==> src/rtl/beam_pkg.sv <==
// Shared types and constants for the beam readout sequencer and its UART byte handshake.
package beam_pkg;

   localparam int DATA_W_DEF = 40;
   localparam int DEPTH_DEF  = 540;
   localparam int ADDR_W_DEF = 10;
   localparam int RD_LAT_DEF = 2;
   localparam int BYTES      = DATA_W_DEF / 8;

   localparam logic [7:0] SYNC0 = 8'hA5;
   localparam logic [7:0] SYNC1 = 8'h5A;

   typedef enum logic [2:0] {
      ST_IDLE,
      ST_WAIT_ACT,
      ST_CAPTURE,
      ST_HDR,
      ST_RD_ISSUE,
      ST_RD_WAIT,
      ST_SEND,
      ST_DONE
   } state_t;

   typedef enum logic [1:0] {
      HS_IDLE,
      HS_WAIT_FREE,
      HS_WAIT_RISE,
      HS_WAIT_FALL
   } hs_state_t;

   // Frame header: two sync bytes followed by the sample count, LSB first.
   function automatic logic [7:0] hdr_byte(input logic [1:0] idx, input logic [15:0] count);
      case (idx)
         2'd0:    return SYNC0;
         2'd1:    return SYNC1;
         2'd2:    return count[7:0];
         default: return count[15:8];
      endcase
   endfunction

endpackage

==> src/rtl/byte_tx_handshake.sv <==
// One-byte start/busy handshake with the UART: waits for idle, pulses tx_start,
// then reports completion only after the UART's busy has risen and fallen again.
module byte_tx_handshake
   import beam_pkg::*;
(
   input  logic       clk,
   input  logic       rst_n,
   input  logic       clear,
   input  logic       go,
   input  logic [7:0] tx_byte,
   input  logic       tx_busy,
   output logic       tx_start,
   output logic [7:0] tx_data,
   output logic       byte_done
);

   hs_state_t hs_q, hs_d;

   always_ff @(posedge clk or negedge rst_n) begin
      if (!rst_n) hs_q <= HS_IDLE;
      else        hs_q <= hs_d;
   end

   // tx_data is captured when the request is accepted and held through the whole UART transfer.
   always_ff @(posedge clk or negedge rst_n) begin
      if (!rst_n)                                 tx_data <= '0;
      else if (hs_q == HS_IDLE && go && !clear)  tx_data <= tx_byte;
   end

   always_comb begin
      // NOTE: every signal driven here gets a default first, so no path can infer a latch.
      hs_d      = hs_q;
      tx_start  = 1'b0;
      byte_done = 1'b0;
      unique case (hs_q)
         HS_IDLE:      if (go) hs_d = HS_WAIT_FREE;
         HS_WAIT_FREE: if (!tx_busy) begin
            tx_start = 1'b1;
            hs_d     = HS_WAIT_RISE;
         end
         HS_WAIT_RISE: if (tx_busy) hs_d = HS_WAIT_FALL;
         HS_WAIT_FALL: if (!tx_busy) begin
            byte_done = 1'b1;
            hs_d      = HS_IDLE;
         end
         default:      hs_d = HS_IDLE;
      endcase
      // A byte already handed to the UART finishes there; we just forget about it.
      if (clear) begin
         hs_d      = HS_IDLE;
         tx_start  = 1'b0;
         byte_done = 1'b0;
      end
   end

endmodule

==> src/rtl/beam_readout_ctrl.sv <==
// Captures one beamformer burst into the readout RAM, then streams it (optionally
// behind a sync/count header) to the UART one byte at a time, LSB first.
module beam_readout_ctrl
   import beam_pkg::*;
#(
   parameter int DATA_W = DATA_W_DEF,
   parameter int DEPTH  = DEPTH_DEF,
   parameter int ADDR_W = ADDR_W_DEF,
   parameter int RD_LAT = RD_LAT_DEF,
   parameter bit HDR_EN = 1'b1
) (
   input  logic              clk,
   input  logic              rst_n,
   input  logic              arm,
   input  logic              abort,
   input  logic              sum_active,
   input  logic              sum_valid,
   input  logic [DATA_W-1:0] sum_data,
   output logic [ADDR_W-1:0] ram_addr,
   output logic              ram_wren,
   output logic              ram_rden,
   output logic [DATA_W-1:0] ram_wdata,
   input  logic [DATA_W-1:0] ram_q,
   output logic              tx_start,
   output logic [7:0]        tx_data,
   input  logic              tx_busy,
   output logic              busy,
   output logic              done,
   output logic              overflow,
   output logic [ADDR_W-1:0] sample_count
);

   localparam int N_BYTES = DATA_W / 8;

   state_t            state_q, state_d;
   logic [ADDR_W-1:0] cnt_q, rd_idx_q, wr_addr_q;
   logic [DATA_W-1:0] wr_data_q, shift_q;
   logic              wr_en_q, overflow_q;
   logic [3:0]        byte_idx_q, lat_q;
   logic              sample_ok, wr_fire, ov_fire, restart, last_byte, rd_capture;
   logic              hs_go, byte_done;
   logic [7:0]        hs_byte;

   assign sample_ok  = (state_q == ST_WAIT_ACT || state_q == ST_CAPTURE)
                       && sum_active && sum_valid && !abort;
   assign wr_fire    = sample_ok && (cnt_q < ADDR_W'(DEPTH));
   assign ov_fire    = sample_ok && !wr_fire;
   assign restart    = arm && !abort && (state_q == ST_IDLE || state_q == ST_DONE);
   assign last_byte  = (state_q == ST_HDR) ? (byte_idx_q == 4'd3)
                                           : (byte_idx_q == 4'(N_BYTES - 1));
   assign rd_capture = (state_q == ST_RD_WAIT) && (lat_q == 4'(RD_LAT));
   assign hs_go      = (state_q == ST_HDR) || (state_q == ST_SEND);
   assign hs_byte    = (state_q == ST_HDR) ? hdr_byte(byte_idx_q[1:0], 16'(cnt_q))
                                           : shift_q[7:0];

   assign ram_wren     = wr_en_q;
   assign ram_wdata    = wr_data_q;
   assign ram_addr     = ram_rden ? rd_idx_q : wr_addr_q;
   assign busy         = (state_q != ST_IDLE) && (state_q != ST_DONE);
   assign done         = (state_q == ST_DONE);
   assign overflow     = overflow_q;
   assign sample_count = cnt_q;

   always_ff @(posedge clk or negedge rst_n) begin
      if (!rst_n) state_q <= ST_IDLE;
      else        state_q <= state_d;
   end

   always_comb begin
      state_d  = state_q;
      ram_rden = 1'b0;
      unique case (state_q)
         ST_IDLE, ST_DONE: if (arm) state_d = ST_WAIT_ACT;
         ST_WAIT_ACT:      if (sum_active) state_d = ST_CAPTURE;
         ST_CAPTURE:       if (!sum_active) begin
            if (HDR_EN)            state_d = ST_HDR;
            else if (cnt_q == '0)  state_d = ST_DONE;
            else                   state_d = ST_RD_ISSUE;
         end
         ST_HDR:           if (byte_done && last_byte)
            state_d = (cnt_q == '0) ? ST_DONE : ST_RD_ISSUE;
         ST_RD_ISSUE: begin
            ram_rden = 1'b1;
            state_d  = ST_RD_WAIT;
         end
         ST_RD_WAIT:       if (rd_capture) state_d = ST_SEND;
         ST_SEND:          if (byte_done && last_byte)
            state_d = (rd_idx_q + ADDR_W'(1) == cnt_q) ? ST_DONE : ST_RD_ISSUE;
         default:          state_d = ST_IDLE;
      endcase
      if (abort) begin
         state_d  = ST_IDLE;
         ram_rden = 1'b0;
      end
   end

   always_ff @(posedge clk or negedge rst_n) begin
      if (!rst_n) begin
         cnt_q      <= '0;
         rd_idx_q   <= '0;
         wr_addr_q  <= '0;
         wr_data_q  <= '0;
         shift_q    <= '0;
         wr_en_q    <= 1'b0;
         overflow_q <= 1'b0;
         byte_idx_q <= '0;
         lat_q      <= '0;
      end else begin
         // NOTE: non-blocking assignments throughout, so every branch reads pre-edge values.
         wr_en_q <= wr_fire;
         if (wr_fire) begin
            wr_addr_q <= cnt_q;
            wr_data_q <= sum_data;
            cnt_q     <= cnt_q + ADDR_W'(1);
         end
         if (ov_fire) overflow_q <= 1'b1;

         if (state_q == ST_RD_ISSUE)     lat_q <= 4'd1;
         else if (state_q == ST_RD_WAIT) lat_q <= lat_q + 4'd1;

         if (rd_capture) begin
            shift_q    <= ram_q;
            byte_idx_q <= '0;
         end

         if (hs_go && byte_done) begin
            byte_idx_q <= last_byte ? 4'd0 : byte_idx_q + 4'd1;
            if (state_q == ST_SEND) begin
               shift_q <= shift_q >> 8;
               if (last_byte) rd_idx_q <= rd_idx_q + ADDR_W'(1);
            end
         end

         // A new burst or an abort starts from clean counters.
         if (abort || restart) begin
            cnt_q      <= '0;
            rd_idx_q   <= '0;
            overflow_q <= 1'b0;
            byte_idx_q <= '0;
         end
      end
   end

   byte_tx_handshake u_byte_tx (
      .clk       (clk),
      .rst_n     (rst_n),
      .clear     (abort),
      .go        (hs_go),
      .tx_byte   (hs_byte),
      .tx_busy   (tx_busy),
      .tx_start  (tx_start),
      .tx_data   (tx_data),
      .byte_done (byte_done)
   );

endmodule

==> config.mk <==
export PLATFORM = sky130hd
export DESIGN_NAME = beam_readout_ctrl
export DESIGN_NICKNAME = d
export VERILOG_FILES = /design/src/rtl/beam_pkg.sv /design/src/rtl/byte_tx_handshake.sv /design/src/rtl/beam_readout_ctrl.sv
export SDC_FILE = /design/constraint.sdc
export NUM_CORES = 1
export LEC_CHECK = 0
export CAP_MARGIN = 0
export CORE_ASPECT_RATIO = 0.6
export CORE_UTILIZATION = 54
export CTS_CLUSTER_SIZE = 20
export DETAILED_ROUTE_END_ITERATION = 12
export PLACE_DENSITY_LB_ADDON = 0.08
export SLEW_MARGIN = 20
export SYNTH_ARGS = -nofsm -noshare
export SYNTH_HDL_FRONTEND = slang
export SYNTH_HIERARCHICAL = 1
export SYNTH_SLANG_ARGS = --single-unit
export TNS_END_PERCENT = 1
==> constraint.sdc <==
create_clock -name clk -period 3.88 [get_ports clk]
set_clock_uncertainty 0.2 [all_clocks]
set_input_delay 0.582 -clock clk [delete_from_list [all_inputs] [get_ports clk]]
set_output_delay 0.582 -clock clk [all_outputs]
set_load 0.01 [all_outputs]
Word level (Yosys, flattened, before mapping)
Cells that the tools add are included.
Storage, ports and cells
  word-level logic and storage cells: 123
  bits of input ports: 87
  RAM bits: 0
  memories: 0
  output and inout port bits: 74
  bits in registers: 133
  bits in read-only memories: 0
  bits in latches: 0
Operators by class
  muxes and demuxes: 44
  $lt $le $gt $ge: 1
  add/sub/neg operators: 4
  div/mod/pow operators: 0
  eq/ne operators: 27
  reduce and logical (&&, ||, !) cells: 35
  shifts and indexed selects: 0
  bitwise gates (word level): 0
  multipliers: 0
Operators by type and width (number)
  two-way mux 40 bit: 3
  two-way mux 10 bit: 7
  != test 3 bit (second input constant): 9
  two-way mux 4 bit: 6
  case mux 8 bit (3 select lines): 1
  two-way mux 3 bit: 7
  case mux 3 bit (7 select lines): 1
  adder 10 x 1 -> 10 bit (second input constant): 2
  two-way mux 2 bit: 7
  logical AND 1 bit: 13
  equality test 3 bit (second input constant): 4
  nonzero test 2 bit: 6
  equality test 10 bit: 1
  zero test 10 bit: 1
  less-than comparator 10 bit (second input constant): 1
  two-way mux 1 bit: 10
  adder 4 x 1 -> 4 bit (second input constant): 2
  equality test 4 x 2 -> 1 bit (second input constant): 2
  two-way mux 8 bit: 1
  case mux 2 bit (4 select lines): 1
  equality test 2 bit (second input constant): 3
  equality test 3 x 2 -> 1 bit (second input constant): 2
  != test 3 x 2 -> 1 bit (second input constant): 2
  AND reduction 6 bit: 1
  11 further kinds: 18

Logic depth before layout (Yosys ltp)
  depth after elaboration: 10
  gate-level depth with buffers: 8
  depth with buffers taken out: 8

Hierarchy
Netlist, hierarchy kept.
Modules (own cells, without submodules)
  beam_readout_ctrl: seq. area each 3078.0 µm², area an instance 6164.7 µm², instances 1, cells each 673
  byte_tx_handshake: seq. area each 250.2 µm², area an instance 504.2 µm², instances 1, cells each 37

Least setup slack after synthesis
Ideal clock, no wire load.
  path kind: flip-flop to output port
  from: register state_q[1]
  to: output port ram_addr[0]
  data required time: 3098 ps
  stages on the path, launching flop included: 7
  path buffers: 2
  setup slack: 1442 ps
  data arrival time: 1656 ps
  path through: dfrtp_1 buf_2 clkinv_1 nand2_1 nor3_1 buf_2 mux2_2
On the way
  word-level cells in the longest chain between the ends: 4
Ends and longest elaborated chain
  start, declared: line beam_readout_ctrl.sv:35  | state_t state_q, state_d;
  start signal, assigned: line beam_readout_ctrl.sv:66  | else state_q <= state_d;
  equality test 3 bit: line beam_readout_ctrl.sv:72  | unique case (state_q)
  two-way mux 1 bit: line beam_readout_ctrl.sv:72
  two-way mux 1 bit: line beam_readout_ctrl.sv:91  | if (abort) begin
  named net ram_rden: line beam_readout_ctrl.sv:21  | output logic ram_rden,
  two-way mux 10 bit: line beam_readout_ctrl.sv:58  | assign ram_addr = ram_rden ? rd_idx_q : wr_addr_q;
  end, declared: line beam_readout_ctrl.sv:19  | output logic [ADDR_W-1:0] ram_addr,
The timed path passes the listed nets, and every way through them passes these cells.

Worst setup path after layout
  from: register state_q[1]
  to: output port ram_addr[0]
On the way
  word-level cells in the longest chain between the ends: 4
Ends and longest elaborated chain (line)
  equality test 3 bit: beam_readout_ctrl.sv:72
  two-way mux 1 bit: beam_readout_ctrl.sv:72
  two-way mux 1 bit: beam_readout_ctrl.sv:91
  two-way mux 10 bit: beam_readout_ctrl.sv:58
No other way between the ends.

==> impl_metrics.json <==
{
  "finalNetCount": 958,
  "cts.repair.resized": 0,
  "path_cells": "clkinv_1, nand2_1, nor3_1, buf_4, mux2_2, clkdlybuf4s50_1",
  "synth_cells": 710,
  "wire_per_inst_um": 16.3,
  "pin_count": 161,
  "die_area_sq_um": 12800,
  "slowest_stage": "dfrtp_1",
  "io_buffers": 160,
  "async_flop_share": 1.00,
  "fmax_mhz": 284,
  "fin_setup_tns_ns": 0,
  "grt_start_max_net_pins": 74,
  "tightest_slew_ns": 0.790,
  "irDropWorstVdd_mv": 0.363,
  "hpwl_um": 11500,
  "worstPathRequired_ns": 3.10,
  "place.gp.congestion": 0.890,
  "dieHeight_um": 88.1,
  "period_minus_slack_ns": 3.53,
  "antenna_found_initial": 0,
  "cts_buffers": 17,
  "rsz0062_at_grt": "no",
  "ys_ff_latch": 133,
  "place_area_sq_um": 8370,
  "synth-seq-area-share": 0.499,
  "drtIter0Drc": 403,
  "power_density_nw_per_um2": 523,
  "hold_violations": 0,
  "drt-pass1-iter-count": 5,
  "startpoint_type": "flop",
  "h-tree-depth": 4,
  "power.leakage_nw": 4.24,
  "worstHoldPathType": "primary input to async pin",
  "maxCapViolations": 0,
  "grt_pass1_wl_um": 26500,
  "viasPerCell": 5.45,
  "post_cts.repair.setup_buffers": 0,
  "worstSetupPathType": "flop to output pin",
  "core-area_sq_um": 12100,
  "slew_viol_final": 0,
  "cts_max_path_buffers": 2,
  "initial_utilization": 0.553,
  "status": "finished, final reports clean",
  "grt_pass1_vias": 5245,
  "drive_gt1_frac": 0.0976,
  "wl_um": 16900,
  "num_antenna_cells": 0,
  "ant_nets": 0,
  "clock_latency_ns": 0.41,
  "synth.avg_cell_area_sq_um": 9.39,
  "dp_cells": 1005,
  "cts_sinks": 133,
  "path_buf_inv": 3,
  "min_period_over_period": 0.909,
  "setup_viol": 0,
  "cpLargestDelayFamily": "buffers and inverters",
  "drcViolationCount": 0,
  "track_usage": 0.268,
  "num_rows": 31,
  "cts-root-buf": "clkbuf_16",
  "clk_pin_slew_ns": 0.06,
  "cts_tree": "done",
  "final_cells": 1036,
  "slew_headroom": 0.458,
  "holdBufCountCts": 0,
  "crit_arrival_ns": 2.75,
  "syn-cell-area_sq_um": 6670,
  "slowest_delay_ns": 0.63,
  "synth_nets": 809,
  "yosys_warnings": 6,
  "synth_cell_type_count": 58,
  "cp-end-kind": "output pin",
  "vias": 5642,
  "synth_edf_count": 0,
  "syn_to_final_growth_pct": 34.4,
  "die_x_um": 145,
  "grt_overflow": 0,
  "fin_area_sq_um": 8960,
  "dominantRegCellSynth": "dfrtp_1",
  "crit_path_max_fanout": 13
}
==> cell usage after synthesis (4+ instances only) <==
| cell | number | area, sq um |
|---|---|---|
| a21oi_1 | 22 | 110 |
| and3_1 | 8 | 50.1 |
| buf_2 | 16 | 80.1 |
| buf_6 | 4 | 45.0 |
| clkbuf_1 | 21 | 78.8 |
| dfrtp_1 | 133 | 3330 |
| ha_1 | 12 | 150 |
| inv_1 | 11 | 41.3 |
| mux2_2 | 17 | 191 |
| mux2i_1 | 44 | 440 |
| nand2_1 | 207 | 777 |
| nand2b_1 | 4 | 25.0 |
| nand3_1 | 12 | 60.1 |
| nand4_1 | 7 | 43.8 |
| nor2_1 | 38 | 143 |
| nor2b_1 | 4 | 25.0 |
| nor3_1 | 5 | 25.0 |
| nor4_1 | 6 | 37.5 |
| o21ai_0 | 50 | 250 |
| o31ai_1 | 4 | 30.0 |
| xnor2_1 | 20 | 175 |
| xor2_1 | 11 | 96.3 |
==> stage by stage <==
stage,utilization,setup WS [ns],hold WS [ns],total power (W)
2_1_floorplan,-,1.44,0.0864,0.00240
3_3_place_gp,0.694,0.821,0.256,0.00307
3_5_place_dp,0.694,0.748,0.263,0.00312
4_1_cts,0.743,0.375,0.0706,0.00472
5_1_grt,0.743,0.220,0.113,0.00492
6_report,0.743,0.353,0.0463,0.00469
==> cell type report <==
class | count | area [sq um]
Sequential cell | 133 | 3330
Timing Repair Buffer | 174 | 1720
Inverter | 13 | 48.8
Clock inverter | 11 | 126
Fill cell | 822 | 3100
Clock buffer | 20 | 467
Tap cell | 165 | 206
Multi-Input combinational cell | 520 | 3070
==> cells by family (layout without fill, tap and decap cells) <==
family          count (synthesis)  count (layout)  synth area share
mux                            62              62            0.0970
buf+inv                        57             218            0.0407
simple gates                  321             321             0.219
flops                         133             133             0.499
compound gates                 94              94            0.0814
xor+xnor                       31              31            0.0407
fa+ha+maj                      12              12            0.0225
==> routing by layer <==
layer,part of all wire,track usage
met3,0.073,0.0583
met5,0,0
met4,0.014,0.0986
met1,0.46,0.373
met2,0.45,0.420
==> layout by cell type (no fill, tap or decap), types with 3 or more instances in the layout <==
| cell | Yosys | final |
|---|---|---|
| and3_1 | 8 | 8 |
| xnor2_1 | 20 | 20 |
| xor2_1 | 11 | 11 |
| inv_1 | 11 | 11 |
| clkbuf_16 | 0 | 17 |
| nor2b_1 | 4 | 4 |
| clkdlybuf4s50_1 | 0 | 159 |
| nand2b_1 | 4 | 4 |
| nor2_1 | 38 | 38 |
| dfrtp_1 | 133 | 133 |
| or3_1 | 3 | 3 |
| nor4_1 | 6 | 6 |
| o21ai_0 | 50 | 50 |
| a31oi_1 | 3 | 3 |
| clkinvlp_4 | 0 | 4 |
| a21oi_1 | 22 | 22 |
| nand3_1 | 12 | 12 |
| o31ai_1 | 4 | 4 |
| mux2i_1 | 44 | 44 |
| nor3b_1 | 3 | 3 |
| nor2_2 | 3 | 3 |
| nand4_1 | 7 | 7 |
| mux2_2 | 17 | 17 |
| nor3_1 | 5 | 5 |
| clkbuf_8 | 0 | 3 |
| ha_1 | 12 | 12 |
| buf_4 | 2 | 14 |
| nand2_1 | 207 | 207 |
==> registers in the layout (all words and copies together), names as in the netlist <==
name	count
byte_idx_q	4
lat_q	4
overflow	1
ram_wdata	40
ram_wren	1
rd_idx_q	10
sample_count	10
shift_q	40
state_q	3
u_byte_tx/hs_q	2
u_byte_tx/tx_data	8
wr_addr_q	10
==> report_power, final <==
part	total (W)	leakage [nW]	switching [W]	internal [W]
clock network	0.00159	0.281	0.000598	0.000994
registers	0.00184	1.70	0.000194	0.00165
logic	0.00126	2.26	0.000574	0.000684
==> worst reg2reg max path, delay by kind of cell, from the launching register on <==
| kind | cells | cell delay, ns |
|---|---|---|
| flops | 1 | 0.78 |
| simple gates | 2 | 0.71 |
| mux | 1 | 0.70 |
| compound gates | 2 | 0.47 |
==> worst paths after layout <==
kind	start	end	slack, ns	cells after the start
min reg2reg	ram_wdata[13]	ram_wdata[13]	0.28	2
min	rst_n	ram_wdata[14]	0.05	1
max in group asynchronous	rst_n	u_byte_tx/hs_q[0]	2.54	2
max reg2reg	state_q[0]	byte_idx_q[3]	0.93	5
max	state_q[1]	ram_addr[0]	0.35	6
min in group clk	ram_wdata[13]	ram_wdata[13]	0.28	2
(Power assumes the default switching activity.)
